File: src/rtl/lms_sequencer.sv
// Multi-cycle load/store-multiple sequencer: walks a register list low-to-high,
// one data-memory transfer per set bit, addresses stepped through the shared ALU.
module lms_sequencer #(
  parameter int DATA_W = 16,
  parameter int NREG   = 8,
  parameter int RIDX_W = 3
) (
  input  logic              clk,
  input  logic              reset_n,
  input  logic              start,
  input  logic              is_store,
  input  logic [DATA_W-1:0] base_addr,
  input  logic [NREG-1:0]   reg_list,
  output logic              busy,
  output logic              stall,
  output logic              done,
  output logic [2:0]        alu_opc,
  output logic [DATA_W-1:0] alu_src1,
  output logic [DATA_W-1:0] alu_src0,
  input  logic [DATA_W-1:0] alu_out,
  output logic [DATA_W-1:0] mem_addr,
  output logic              mem_re,
  output logic              mem_we,
  output logic [DATA_W-1:0] mem_wdata,
  input  logic [DATA_W-1:0] mem_rdata,
  input  logic              mem_ready,
  output logic [RIDX_W-1:0] rf_raddr,
  input  logic [DATA_W-1:0] rf_rdata,
  output logic              rf_we,
  output logic [RIDX_W-1:0] rf_waddr,
  output logic [DATA_W-1:0] rf_wdata
);

  typedef enum logic [1:0] {S_IDLE, S_XFER, S_DONE} state_t;

  state_t            state_q, state_d;
  logic [NREG-1:0]   list_q, list_d;
  logic [DATA_W-1:0] addr_q, addr_d;
  logic              store_q, store_d;

  logic [RIDX_W-1:0] idx;
  logic [NREG-1:0]   list_rem;
  logic              in_xfer;

  // Priority encoder: the descending scan leaves the lowest set bit in idx.
  always_comb begin
    idx = '0;
    for (int i = NREG - 1; i >= 0; i--) begin
      if (list_q[i]) idx = RIDX_W'(i);
    end
  end

  // Clearing the lowest set bit is exactly clearing bit idx.
  assign list_rem = list_q & (list_q - NREG'(1));

  always_comb begin
    state_d = state_q;
    list_d  = list_q;
    addr_d  = addr_q;
    store_d = store_q;
    case (state_q)
      S_IDLE: begin
        if (start) begin
          list_d  = reg_list;
          addr_d  = base_addr;
          store_d = is_store;
          state_d = (|reg_list) ? S_XFER : S_DONE;
        end
      end
      S_XFER: begin
        if (mem_ready) begin
          list_d  = list_rem;
          addr_d  = alu_out;
          state_d = (|list_rem) ? S_XFER : S_DONE;
        end
      end
      S_DONE:  state_d = S_IDLE;
      default: state_d = S_IDLE;
    endcase
  end

  always_ff @(posedge clk or negedge reset_n) begin
    if (!reset_n) begin
      state_q <= S_IDLE;
      list_q  <= '0;
      addr_q  <= '0;
      store_q <= 1'b0;
    end else begin
      state_q <= state_d;
      list_q  <= list_d;
      addr_q  <= addr_d;
      store_q <= store_d;
    end
  end

  // All strobes decode straight from the state flops, so reset drops them at once.
  assign in_xfer  = (state_q == S_XFER);
  assign busy     = (state_q != S_IDLE);
  assign stall    = busy | start;
  assign done     = (state_q == S_DONE);

  assign alu_opc  = 3'b000;
  assign alu_src0 = DATA_W'(1);
  assign alu_src1 = addr_q;

  assign mem_addr  = addr_q;
  assign mem_re    = in_xfer & ~store_q;
  assign mem_we    = in_xfer & store_q;
  assign rf_raddr  = mem_we ? idx : '0;
  assign mem_wdata = mem_we ? rf_rdata : '0;

  assign rf_we    = mem_re & mem_ready;
  assign rf_waddr = rf_we ? idx : '0;
  assign rf_wdata = rf_we ? mem_rdata : '0;

endmodule

File: config.mk
export PLATFORM = sky130hd
export DESIGN_NAME = lms_sequencer
export DESIGN_NICKNAME = d
export VERILOG_FILES = /design/src/rtl/lms_sequencer.sv
export SDC_FILE = /design/constraint.sdc
export NUM_CORES = 1
export LEC_CHECK = 0
export BUFFER_PORTS_ARGS = -buffer_cell sky130_fd_sc_hd__buf_2
export CAP_MARGIN = 40
export CORE_ASPECT_RATIO = 1.75
export CORE_MARGIN = 2
export CORE_UTILIZATION = 23
export CTS_BUF_LIST = sky130_fd_sc_hd__clkbuf_8
export DETAILED_ROUTE_END_ITERATION = 8
export GPL_TIMING_DRIVEN = 0
export HOLD_SLACK_MARGIN = 0.08
export PLACE_DENSITY = 0.5
export SETUP_SLACK_MARGIN = 0.15
export SYNTH_ARGS = -nofsm -noshare
export SYNTH_HDL_FRONTEND = slang
export SYNTH_SLANG_ARGS = --single-unit
export TNS_END_PERCENT = 100
File: constraint.sdc
create_clock -name clk -period 1.9 [get_ports clk]
set_clock_uncertainty 0.15 [all_clocks]
set_input_delay 0.095 -clock clk [delete_from_list [all_inputs] [get_ports clk]]
set_output_delay 0.095 -clock clk [all_outputs]
set_load 0.01 [all_outputs]
==> impl_results.md <==
- Final period util: 0.949
- Hold depth: 3
- CTS tree: yes
- Pin count of the biggest net entering global routing: 28
- Most common cell after layout, fill and taps aside: buf_2
- Routability Congestion: about 0.74
- Leak: around 2.2 nW
- Worst-Skew Late Latency: 0.27 ns
- Clock power frac: 0.058
- # IOs: between 150 and 200
- Detailed Routing Iterations Pass 1: 6
- Maxcap violations: 0
- Most frequent cells in the layout: buf_2, buf_4, buf_6
- Tmin final: 1.80 ns
- CP Class: register to output port
- DRT iter0 DRCs: 46
- DR WL/cell: 13.6 µm
- Power Density: 1420 nW/µm²
- Register bit count reported by yosys: 27
- Final TNS setup: 0 ns
- Synthesis Warnings: 0
- Post-DP HPWL: approximately 5500 µm
- Worst R2R Path Depth: 7
- Unrepaired setup endpoints after global routing: true
- Layout Nets: ~560
- Sequential fraction of design power: 0.200
- Area delta synth->final: 104%
- CP max FO: 5
- R2R Path Start: list_q[2]
- Syn Inst Count: 241
- Slew @ Worst Pin: 0.644 ns
- DR DRC count: 0
- Syn avg cell area: approximately 8.4 µm²
- Switch Pwr: 2.44 mW
- Grt ovf: 0
- Total CTS buffers: 3
- Cell Area, Synth: approximately 2000 µm²
- Final Hold Fails: 0
- Drt total wl: 8170 µm
- Cell variety after synth: 40
- Vias in the first global route: 2536
- Maximum VDD drop: 0.627 mV
- Worst Setup End Kind: output port
- Placeable Area: 8610 µm²
- Comb pwr share: 0.742
- Clock Tree Buf Depth: 2
- Fillers: 836
- Final setup fails: 0
- Most frequent CP cell: buf_6
- Worst EP required: 1.65 ns
- Critical Path Source Type: register
- Worst relative slew slack: 0.571
- Worst EP arrival: 1.56 ns
- Total clock sinks: 27
- Hold crit path type: input pin to register
- Die X: 74.9 µm
- Critical path cell sequence: buf_6, and2b_1, buf_6, buf_8, nand2_8, a211oi_2, buf_2
- Port buffer count: 152
- Slowest-stage cell, CP: dfrtp_1
- FMAX: 554 MHz
- DP Area: 2990 µm²
- Crit path from: state_q[0]
- Starting Density: 0.235
- Outcome: finished clean
- PnR worst setup slack: 0.0960 ns
- Antenna-violating nets left: 0
- Layout cells sized above 1: 0.575
- Sequential share of the synthesized area: 0.334
- Internal power: between 3 and 4 mW
- Via count: 2609
- Row cnt: between 40 and 50
- HP Start: start
- # H-tree levels: 1
- CTS clk-pin slew, worst paths: ~0.10 ns
- Slowest Stage Delay on Critical Path: about 0.40 ns
- Diodes inserted: 0
- Via density: 4.33
- GRT Total Usage: 0.149
- Full die area: 9580 µm²
- Die Y: roughly 130 µm
- Count of pins over their slew limit: 0
- Sw frac: 0.417
- Design area: between 4000 and 5000 µm²
- Clk root buf: clkbuf_8
- Final core area utilization: 0.478
- First-pass GRT wire length: 11300 µm
- Initial antenna violation count: 0
- Pre-CTS setup slack: 0.130 ns
-- synthesized netlist by cell type --
cell type / number / share of area
buf_4: 36 / 0.13
and2_1: 1 / 0.0031
nor2_1: 15 / 0.028
and2b_1: 1 / 0.0037
a211oi_1: 2 / 0.0074
nor3_1: 1 / 0.0025
nand3_1: 1 / 0.0025
nor2b_1: 2 / 0.0062
a31oi_1: 1 / 0.0031
o31a_1: 1 / 0.0043
or4_1: 2 / 0.0074
a21oi_1: 4 / 0.0099
nor2_2: 1 / 0.0031
nand2_2: 1 / 0.0031
and3_1: 32 / 0.099
mux2i_1: 17 / 0.084
nor4_4: 1 / 0.011
nand2_1: 26 / 0.048
clkbuf_1: 9 / 0.017
or3_1: 1 / 0.0031
a2111o_1: 1 / 0.0056
a21oi_2: 1 / 0.0043
buf_6: 5 / 0.028
dfrtp_1: 27 / 0.33
inv_1: 8 / 0.015
o32a_1: 1 / 0.0050
a211oi_2: 1 / 0.0062
maj3_1: 1 / 0.0050
a22o_1: 2 / 0.0087
a41oi_2: 1 / 0.0081
o21ai_0: 2 / 0.0050
o22ai_1: 1 / 0.0031
a21o_1: 2 / 0.0074
nor4b_1: 1 / 0.0043
nand2b_1: 1 / 0.0031
o21ai_1: 26 / 0.064
o31ai_1: 1 / 0.0037
buf_2: 1 / 0.0025
or2_1: 1 / 0.0031
conb_1: 2 / 0.0037
-- final timing paths --
kind	to	slack [ns]
min in group asynchronous	alu_src1[9]	0.24
worst max register to register	state_q[0]	0.11
worst max-delay path	rf_raddr[0]	0.1
worst min register to register	alu_src1[11]	0.37
worst min-delay path	list_q[6]	0.13
max in group asynchronous	store_q	0.90
-- cell type report --
cell class / instances / area (µm²) / area share
clock buffers: 3 / 41.3 / 0.0100
flip-flops and latches: 27 / 681 / 0.165
clock inverters: 1 / 5.00 / 0.00122
multi-input cells: 172 / 1190 / 0.289
repair buffers: 223 / 1610 / 0.392
inverters: 8 / 32.5 / 0.00791
well taps: 117 / 146 / 0.0356
plain buffers: 51 / 407 / 0.0988
-- cell families after synthesis --
group,share of synthesized area
AND/OR/NAND/NOR,0.231
other,0.00372
buffers and inverters,0.196
multiplexers,0.0842
adder cells (fa/ha/maj),0.00495
AO/OA/AOI/OAI,0.146
flip-flops,0.334
-- stage by stage --
step	cells	hold slack, ns	total power, mW
finish	602	0.132	5.84
global route	602	0.121	6.30
CTS	590	0.122	5.05
detailed placement	527	0.0103	4.11
global placement	527	-0.00119	4.06
floorplan	258	-0.351	3.06
-- sequential cells by signal (all words and copies together) (netlist names) --
signal,count
state_q,2
alu_src1,16
store_q,1
list_q,8
-- per-layer routing --
| metal | share of wire | global-route usage | up-vias |
|---|---|---|---|
| li1 | - | - | 1263 |
| met1 | 0.34 | 0.143 | 1200 |
| met2 | 0.57 | 0.306 | 130 |
| met3 | 0.058 | 0.0165 | 16 |
| met4 | 0.023 | 0.0452 | 0 |
| met5 | 0 | 0 | - |
-- what timing repair did --
| action | 4_1_cts | 5_1_grt |
|---|---|---|
| gates cloned | 1 | 2 |
| endpoints found under the hold margin | 52 | 0 |
| setup endpoints to repair | 41 | 67 |
| hold buffers | 42 | 0 |
| pin swaps | 4 | 32 |
| gates resized for setup | 30 | 79 |
| buffers inserted | 16 | 10 |
-- power by group through the flow --
stage | registers (mW) | logic [mW] | clock network, mW
final | 1.17 | 4.34 | 0.337
after global routing | 1.22 | 4.70 | 0.380
after CTS | 1.14 | 3.55 | 0.361
after detailed placement | 1.16 | 2.95 | 0
after global placement | 1.15 | 2.91 | 0
after floorplan | 1.18 | 1.88 | 0
-- critical path, delay by kind of cell, from the launching register on --
kind | cells | cell delay, ns
buffers and inverters | 4 | 0.55
DFF | 1 | 0.40
and+or+nand+nor | 2 | 0.19
AOI/OAI and AO/OA | 1 | 0.15
No activity file was read; power rests on OpenSTA's default activity.
